## src/rtl/fifo_pkg.sv

```systemverilog
// Shared helpers for the async FIFO read and write controllers.
// The Gray helpers are width-agnostic: callers zero-extend into 32 bits and truncate the result.
package fifo_pkg;

  function automatic logic [31:0] bin2gray(input logic [31:0] b);
    return b ^ (b >> 1);
  endfunction

  // Each binary bit is the XOR of its Gray bit and every Gray bit above it.
  function automatic logic [31:0] gray2bin(input logic [31:0] g);
    logic [31:0] b;
    b = g;
    for (int i = 1; i < 32; i++) begin
      b = b ^ (g >> i);
    end
    return b;
  endfunction

  function automatic bit depth_ok(input int f_depth, input int p_size);
    return (p_size >= 2) && (f_depth == (1 << (p_size - 1)));
  endfunction

endpackage

```

## src/rtl/fifo_rd_ctrl_gray_sync.sv

```systemverilog
// N-stage multi-bit synchroniser for a Gray-coded pointer crossing into the local clock.
// It has an asynchronous active-high reset, and the write-side controller reuses it.
module gray_sync #(
  parameter int WIDTH  = 4,
  parameter int STAGES = 2
) (
  input  logic             i_clk,
  input  logic             i_rst,
  input  logic [WIDTH-1:0] i_d,
  output logic [WIDTH-1:0] o_q
);

  logic [WIDTH-1:0] r_sync [STAGES];

  always_ff @(posedge i_clk or posedge i_rst) begin
    if (i_rst) begin
      for (int i = 0; i < STAGES; i++) r_sync[i] <= '0;
    end else begin
      r_sync[0] <= i_d;
      for (int i = 1; i < STAGES; i++) r_sync[i] <= r_sync[i-1];
    end
  end

  assign o_q = r_sync[STAGES-1];

endmodule

```

## src/rtl/fifo_rd_ctrl.sv

```systemverilog
// Read-domain controller for the bridge async FIFO: it holds the pointers and flags and drives the output stage.
// Handshake: in FWFT mode a word transfers on an edge where r_valid && r_ready. In standard mode r_ready is a read enable, and the word appears one cycle later with r_valid.
module fifo_rd_ctrl
  import fifo_pkg::*;
#(
  parameter int D_SIZE      = 16,
  parameter int F_DEPTH     = 8,
  parameter int P_SIZE      = 4,
  parameter int SYNC_STAGES = 2,
  parameter int AE_LEVEL    = 1,
  parameter int FWFT        = 1
) (
  input  logic              r_clk,
  input  logic              r_rst,
  input  logic [P_SIZE-1:0] w_gptr,
  input  logic [D_SIZE-1:0] r_mem_data,
  output logic [P_SIZE-2:0] r_addr,
  output logic [P_SIZE-1:0] r_gptr,
  output logic [D_SIZE-1:0] r_data,
  output logic              r_valid,
  input  logic              r_ready,
  output logic              r_empty,
  output logic              r_almost_empty,
  output logic [P_SIZE-1:0] r_level,
  output logic              r_underflow
);

  if (!depth_ok(F_DEPTH, P_SIZE)) begin : g_bad_depth
    $error("fifo_rd_ctrl: F_DEPTH must equal 2**(P_SIZE-1)");
  end
  if (SYNC_STAGES < 2) begin : g_bad_sync
    $error("fifo_rd_ctrl: SYNC_STAGES must be at least 2");
  end

  logic [P_SIZE-1:0] r_bptr;
  logic [P_SIZE-1:0] w_gptr_s;
  logic [P_SIZE-1:0] w_wbin_s;
  logic [P_SIZE-1:0] w_bptr_nxt;
  logic [P_SIZE-1:0] w_mem_level;
  logic              w_mem_empty;
  logic              w_pop;

  gray_sync #(
    .WIDTH  (P_SIZE),
    .STAGES (SYNC_STAGES)
  ) u_wptr_sync (
    .i_clk (r_clk),
    .i_rst (r_rst),
    .i_d   (w_gptr),
    .o_q   (w_gptr_s)
  );

  assign w_wbin_s    = P_SIZE'(gray2bin(32'(w_gptr_s)));
  assign w_bptr_nxt  = r_bptr + P_SIZE'(1);
  assign w_mem_empty = (r_bptr == w_wbin_s);
  assign w_mem_level = w_wbin_s - r_bptr;
  assign r_addr      = r_bptr[P_SIZE-2:0];

  // In FWFT mode the output register prefetches whenever it is empty or being drained.
  always_comb begin
    w_pop = 1'b0;
    if (FWFT != 0) w_pop = !w_mem_empty && (!r_valid || r_ready);
    else           w_pop = r_ready && !w_mem_empty;
  end

  always_ff @(posedge r_clk or posedge r_rst) begin
    if (r_rst) begin
      r_bptr      <= '0;
      r_gptr      <= '0;
      r_data      <= '0;
      r_valid     <= 1'b0;
      r_underflow <= 1'b0;
    end else begin
      if (w_pop) begin
        r_bptr <= w_bptr_nxt;
        r_gptr <= P_SIZE'(bin2gray(32'(w_bptr_nxt)));
        r_data <= r_mem_data;
      end
      if (FWFT != 0) begin
        if (w_pop)        r_valid <= 1'b1;
        else if (r_ready) r_valid <= 1'b0;
        r_underflow <= 1'b0;
      end else begin
        r_valid     <= w_pop;
        r_underflow <= r_ready && w_mem_empty;
      end
    end
  end

  // The FWFT level can reach F_DEPTH+1. The wrap bit in P_SIZE gives the headroom for this.
  assign r_level        = (FWFT != 0) ? w_mem_level + P_SIZE'(r_valid) : w_mem_level;
  assign r_empty        = (FWFT != 0) ? !r_valid : w_mem_empty;
  assign r_almost_empty = (int'(r_level) <= AE_LEVEL);

endmodule

```

## config.mk

```make
export PLATFORM = sky130hd
export DESIGN_NAME = fifo_rd_ctrl
export DESIGN_NICKNAME = d
export VERILOG_FILES = /design/src/rtl/fifo_pkg.sv /design/src/rtl/fifo_rd_ctrl_gray_sync.sv /design/src/rtl/fifo_rd_ctrl.sv
export SDC_FILE = /design/constraint.sdc
export NUM_CORES = 1
export LEC_CHECK = 0
export BUFFER_PORTS_ARGS = -buffer_cell sky130_fd_sc_hd__buf_2
export CORE_ASPECT_RATIO = 1.5
export CORE_MARGIN = 3
export CORE_UTILIZATION = 25
export DETAILED_ROUTE_END_ITERATION = 7
export GPL_TIMING_DRIVEN = 0
export SLEW_MARGIN = 25
export SYNTH_ARGS = -nofsm -noshare
export SYNTH_HDL_FRONTEND = slang
export SYNTH_SLANG_ARGS = --single-unit
```

## constraint.sdc

```tcl
create_clock -name r_clk -period 4.4 [get_ports r_clk]
set_clock_uncertainty 0.2 [all_clocks]
set_input_delay 0.22 -clock r_clk [delete_from_list [all_inputs] [get_ports r_clk]]
set_output_delay 0.22 -clock r_clk [all_outputs]
set_load 0.01 [all_outputs]
```

; ---- Word-level counts from Yosys, hierarchy flattened
; Index checks and enable logic that the tools add are counted.
[classes]
n_shift = 0
mux = 2
magnitude_cmp = 1
bitwise = 4
n_eq_ne = 1
div = 0
reduce_logical = 5
n_mul = 0
n_addsub = 3
[ops]
columns = cell, count
row1 = 4-bit by 3-bit bitwise XOR with 4-bit output, 2
row2 = 4-bit by 1-bit adder with 4-bit output, 1
row3 = "4-bit by 1-bit adder with 4-bit output, second input constant", 1
row4 = 4-bit equality test, 1
row5 = "4-bit by 1-bit less-or-equal comparator with 1-bit output, second input constant", 1
row6 = 4-bit subtractor, 1
row7 = 4-bit by 1-bit bitwise XOR with 4-bit output, 1
row8 = 4-bit by 2-bit bitwise XOR with 4-bit output, 1
row9 = 1-bit zero test, 2
row10 = 1-bit two-way mux, 2
row11 = 2-bit nonzero test, 1
row12 = 1-bit logical AND, 1
row13 = 1-bit logical OR, 1
[totals]
memories = 0
elab_cells = 22
romBits = 0
ramBits = 0
input_bits = 23
latch_bits = 0
register_bits = 33

; ---- Longest topological paths before layout
[logic_depth]
ltp_word = 7
depth_mapped = 10

; ---- By module
; Synthesis repeated with hierarchy kept, for this count alone.
[hier_totals]
cells_unflattened = 109
area_unflattened_um2 = 1483.9
[modules_own_cells]
columns = mod, cells_per_inst, n_inst, area_each_um2, seq_area_each_um2
row1 = fifo_rd_ctrl, 96, 1, 1249.9, 600.6
row2 = gray_sync, 13, 1, 234.0, 200.2

; ---- Worst setup path before layout
; No wires, ideal clock.
[synth_timing]
path_kind = register to output
startpoint = reg u_wptr_sync.r_sync, in the netlist u_wptr_sync.o_q[3]
endpoint = out r_almost_empty
required_time_ps = 3980
path_buffers = 0
arrival_ps = 2328
slack_ps = 1652
path_stages_with_launch = 11
path_cell_list = dfrtp_1 -> xor2_1 -> xor2_1 -> xnor2_1 -> ha_1 -> inv_1 -> ha_1 -> inv_1 -> fa_1 -> xnor2_1 -> nor3_1
[synth_between]
elab_chain_len = 6
[synth_rtl]
columns = element, line
row1 = from (decl), fifo_rd_ctrl_gray_sync.sv:13  ; logic [WIDTH-1:0] r_sync [STAGES];
row2 = 4-bit by 3-bit bitwise XOR with 4-bit output, fifo_pkg.sv:14  ; b = b ^ (g >> i);
row3 = 4-bit by 2-bit bitwise XOR with 4-bit output, fifo_pkg.sv:14
row4 = 4-bit by 1-bit bitwise XOR with 4-bit output *, fifo_pkg.sv:14
row5 = 4-bit subtractor *, fifo_rd_ctrl.sv:56  ; assign w_mem_level = w_wbin_s - r_bptr;
row6 = 4-bit by 1-bit adder with 4-bit output *, fifo_rd_ctrl.sv:91  ; assign r_level = (FWFT != 0) ? w_mem_level + P_SIZE'(r_valid) : w_mem_level;
row7 = net r_level[2], fifo_rd_ctrl.sv:24  ; output logic [P_SIZE-1:0] r_level,
row8 = 4-bit by 1-bit less-or-equal comparator with 1-bit output *, fifo_rd_ctrl.sv:93  ; assign r_almost_empty = (int'(r_level) <= AE_LEVEL);
row9 = to (decl), fifo_rd_ctrl.sv:23  ; output logic r_almost_empty,
; The timed path passes the listed nets; every way through them passes the cells marked *.

; ---- Worst setup path in the final report
[layout_timing]
startpoint = reg u_wptr_sync.r_sync, in the netlist u_wptr_sync.o_q[3]
endpoint = out r_almost_empty
[layout_between]
elab_chain_len = 6
[layout_rtl]
columns = element, line
row1 = 4-bit by 3-bit bitwise XOR with 4-bit output, fifo_pkg.sv:14
row2 = 4-bit by 2-bit bitwise XOR with 4-bit output, fifo_pkg.sv:14
row3 = 4-bit by 1-bit bitwise XOR with 4-bit output *, fifo_pkg.sv:14
row4 = 4-bit subtractor *, fifo_rd_ctrl.sv:56
row5 = 4-bit by 1-bit adder with 4-bit output *, fifo_rd_ctrl.sv:91
row6 = 4-bit by 1-bit less-or-equal comparator with 1-bit output *, fifo_rd_ctrl.sv:93
; Every way passes the cells marked *; elsewhere a longest branch is shown, timed or not.

==> results.cfg <==
[timing]
tns_ns = 0
drv_slew = 0
max_freq_mhz = 320
final.period_utilization_pct = 70.9
rsz0062_at_grt = false
worst_slew_pin_slew_ns = 0.628
hold_slack_ns = 0.0925
setup_violations = 0
slew_headroom_pct = 58.1
hold_viol_final = 0
layout_min_cycle_time_ns = 3.12

[placed_design]
port_buffers = 52
dpl.hpwl_um = 2050
place.gp.congestion = 0.674

[power]
power_density_nw_per_um2 = 675
ir_worst_vdd_mv = 0.323
leakagePower_nw = 1.05

[global_route]
grt_pass1_wl_um = 4710
grt_max_degree = 33
antenna_found_initial = 0
grt_usage_pct = 9.30
grt_pass1_vias = 1115
grt_overflow = 0

[logic_synthesis]
synthCells = 104
synth-adder-area-share_pct = 7.42
yosysUniqueCellTypes = 21
synth_xor_xnor_area_share_pct = 9.58
synth_top_family_by_area = multiplexers
ys_ff_latch = 32
syn_area_um2 = 1450
syn_nets = 135
synth-compound-area-share_pct = 3.02
synthMuxAreaShare_pct = 16.3
synth_simple_gate_area_share_pct = 3.54
synth-seq-area-share_pct = 55.2
avgSynthCellArea_um2 = 13.9
synth_warnings = 0

[clock_tree]
cts_setup_buffers = 0
cts-htree-levels = 2
cts_made_buffers = 5
cts-resized-gates = 0
cts_sinks = 32
clock-root-buffer = clkbuf_8
cts_max_path_buffers = 2
ctsHoldBuffers = 21
cts.clk_slew.worst_paths_ns = 0.06
clk_latency_ns = 0.27
cts_tree = done

[finish]
nNetsFinal = 215
areaGrowthSynthToFinish_pct = 45.1
seqCellArea_um2 = 801
multiInputGateArea_um2 = 582
fillers = 564
drive_gt1_share_pct = 44.6
antenna_cells = 0

[critical_path]
critPathMaxStageDelay_ns = 0.41
worst_setup_path_start_kind = register
crit_buf_inv = 3
cp_cell_sequence = xor2_1, xor2_1, xnor2_1, ha_1, inv_1, ha_1, inv_1, fa_1, xnor2_1, nor3_1, buf_2
path_delay_family = XOR/XNOR gates
worstPathMaxFanout = 2
path_class = reg2out
endpoint_kind = output pin
worst_path_max_delay_cell = dfrtp_1
arrival_ns = 2.70
critPathRequiredTime_ns = 3.98

[min_path]
hold_class = in2reg

[route]
drt-pass1-iter-count = 3
wl_um = 2780
wire_per_inst_um = 11.0
vias = 999
antenna_left = 0
viasPerCell = 3.93
drtIter0Drc = 4
route.detailed.drc = 0

[run]
maxCapViolations = 0

[floorplan]
dieHeight_um = 99.3
ioPinCount = 54
dieArea_um2 = 6770
chipWidth_um = 68.2
row_count = 33
initial_utilization_pct = 26.2
core_um2 = 5530

[status]
status = finished clean
[path summary, 6_finish.rpt]
kind                                      endpoint                   from  slack (ns)  cells after the start
worst min-delay path                       r_valid                r_ready        0.09                      3
worst min register to register  u_wptr_sync.o_q[1]  u_wptr_sync.r_sync[5]        0.15                      0
worst max-delay path                r_almost_empty     u_wptr_sync.o_q[3]        1.28                     11
worst max register to register           r_data[7]     u_wptr_sync.o_q[3]        1.80                      8
max in group asynchronous                r_data[0]                  r_rst        3.21                      3
min in group asynchronous               r_data[12]                  r_rst        0.37                      3
[metrics by stage]
stage          total power, mW  utilization (%)  std cells  worst slack [ns]  instance area [µm²]
2_1_floorplan            0.951                -        104              1.65                 1450
3_3_place_gp              1.18             32.5        226              1.60                 1800
3_5_place_dp              1.19             32.5        226              1.55                 1800
4_1_cts                   1.45             38.0        254              1.24                 2100
5_1_grt                   1.55             38.0        254              1.10                 2100
6_report                  1.42             38.0        254              1.28                 2100
[worst reg2reg max path, cell delays in order (launching register included)]
cell and delay (ns):
dfrtp_1 0.41, xor2_1 0.25, xor2_1 0.25, xnor2_1 0.10, ha_1 0.29, nand3_1 0.12
o21ai_4 0.31, buf_6 0.23, mux2_4 0.32
[cell families after synthesis]
logic type               Yosys count
AO/OA/AOI/OAI                      6
XOR/XNOR                          15
adder cells (fa/ha/maj)            8
buffers and inverters             13
flip-flops                        32
multiplexers                      17
other                              1
AND/OR/NAND/NOR                   12
[per-layer routing]
metal | vias to the layer above | track usage [%] | share of wire (%)
met4 | 0 | 5.05 | 2.1
li1 | 490 | - | -
met3 | 6 | 2.60 | 6.7
met2 | 40 | 16.2 | 51
met5 | - | 0 | 0
met1 | 463 | 9.68 | 40
[sequential cells by signal (all words and copies together) (netlist names)]
signal / flops
u_wptr_sync.o_q: 4
u_wptr_sync.r_sync: 4
r_bptr: 3
r_data: 16
r_gptr: 4
r_valid: 1
[area by class of cell]
| cell class | instances | area share [%] |
|---|---|---|
| Multi-Input combinational cell | 59 | 27.6 |
| Inverter | 10 | 1.78 |
| Clock buffer | 7 | 4.58 |
| Sequential cell | 32 | 38.0 |
| Timing Repair Buffer | 73 | 22.4 |
| Tap cell | 70 | 4.16 |
| Buffer | 3 | 1.43 |
[Yosys cell counts]
cell type | number | area [µm²]
o21ai_0 | 3 | 15.0
ha_1 | 7 | 87.6
conb_1 | 1 | 3.75
nand2b_1 | 1 | 6.26
mux2_4 | 12 | 180
a21o_1 | 1 | 7.51
xor2_2 | 1 | 16.3
xor2_1 | 4 | 35.0
nor3_1 | 2 | 10.0
fa_1 | 1 | 20.0
xnor2_1 | 10 | 87.6
inv_1 | 10 | 37.5
o21ai_4 | 1 | 16.3
buf_4 | 1 | 7.51
a21oi_1 | 1 | 5.00
nor2_1 | 2 | 7.51
buf_6 | 2 | 22.5
nand2_1 | 6 | 22.5
dfrtp_1 | 32 | 801
mux2_2 | 5 | 56.3
nand3_1 | 1 | 5.00
[placed cells by master, fill, tap and decap left out]
cell	n
xor2_1	4
o21ai_0	3
xnor2_1	10
nor3_1	2
buf_2	52
inv_2	1
buf_6	2
a21oi_1	1
xor2_2	1
inv_1	9
nand2_1	6
nor2_1	2
dlygate4sd3_1	21
fa_1	1
dfrtp_1	32
conb_1	1
nand2b_1	1
a21o_1	1
o21ai_4	1
mux2_2	5
ha_1	7
clkbuf_8	7
nand3_1	1
mux2_4	12
buf_4	1
[where the power goes]
group	switching, mW	internal (mW)	total, mW	leakage [nW]
combinational	0.367	0.372	0.738	0.628
sequential	0.0635	0.385	0.448	0.372
clock	0.0954	0.139	0.234	0.0503
total	0.526	0.895	1.42	1.05
No activity file was read; power rests on OpenSTA's default activity.
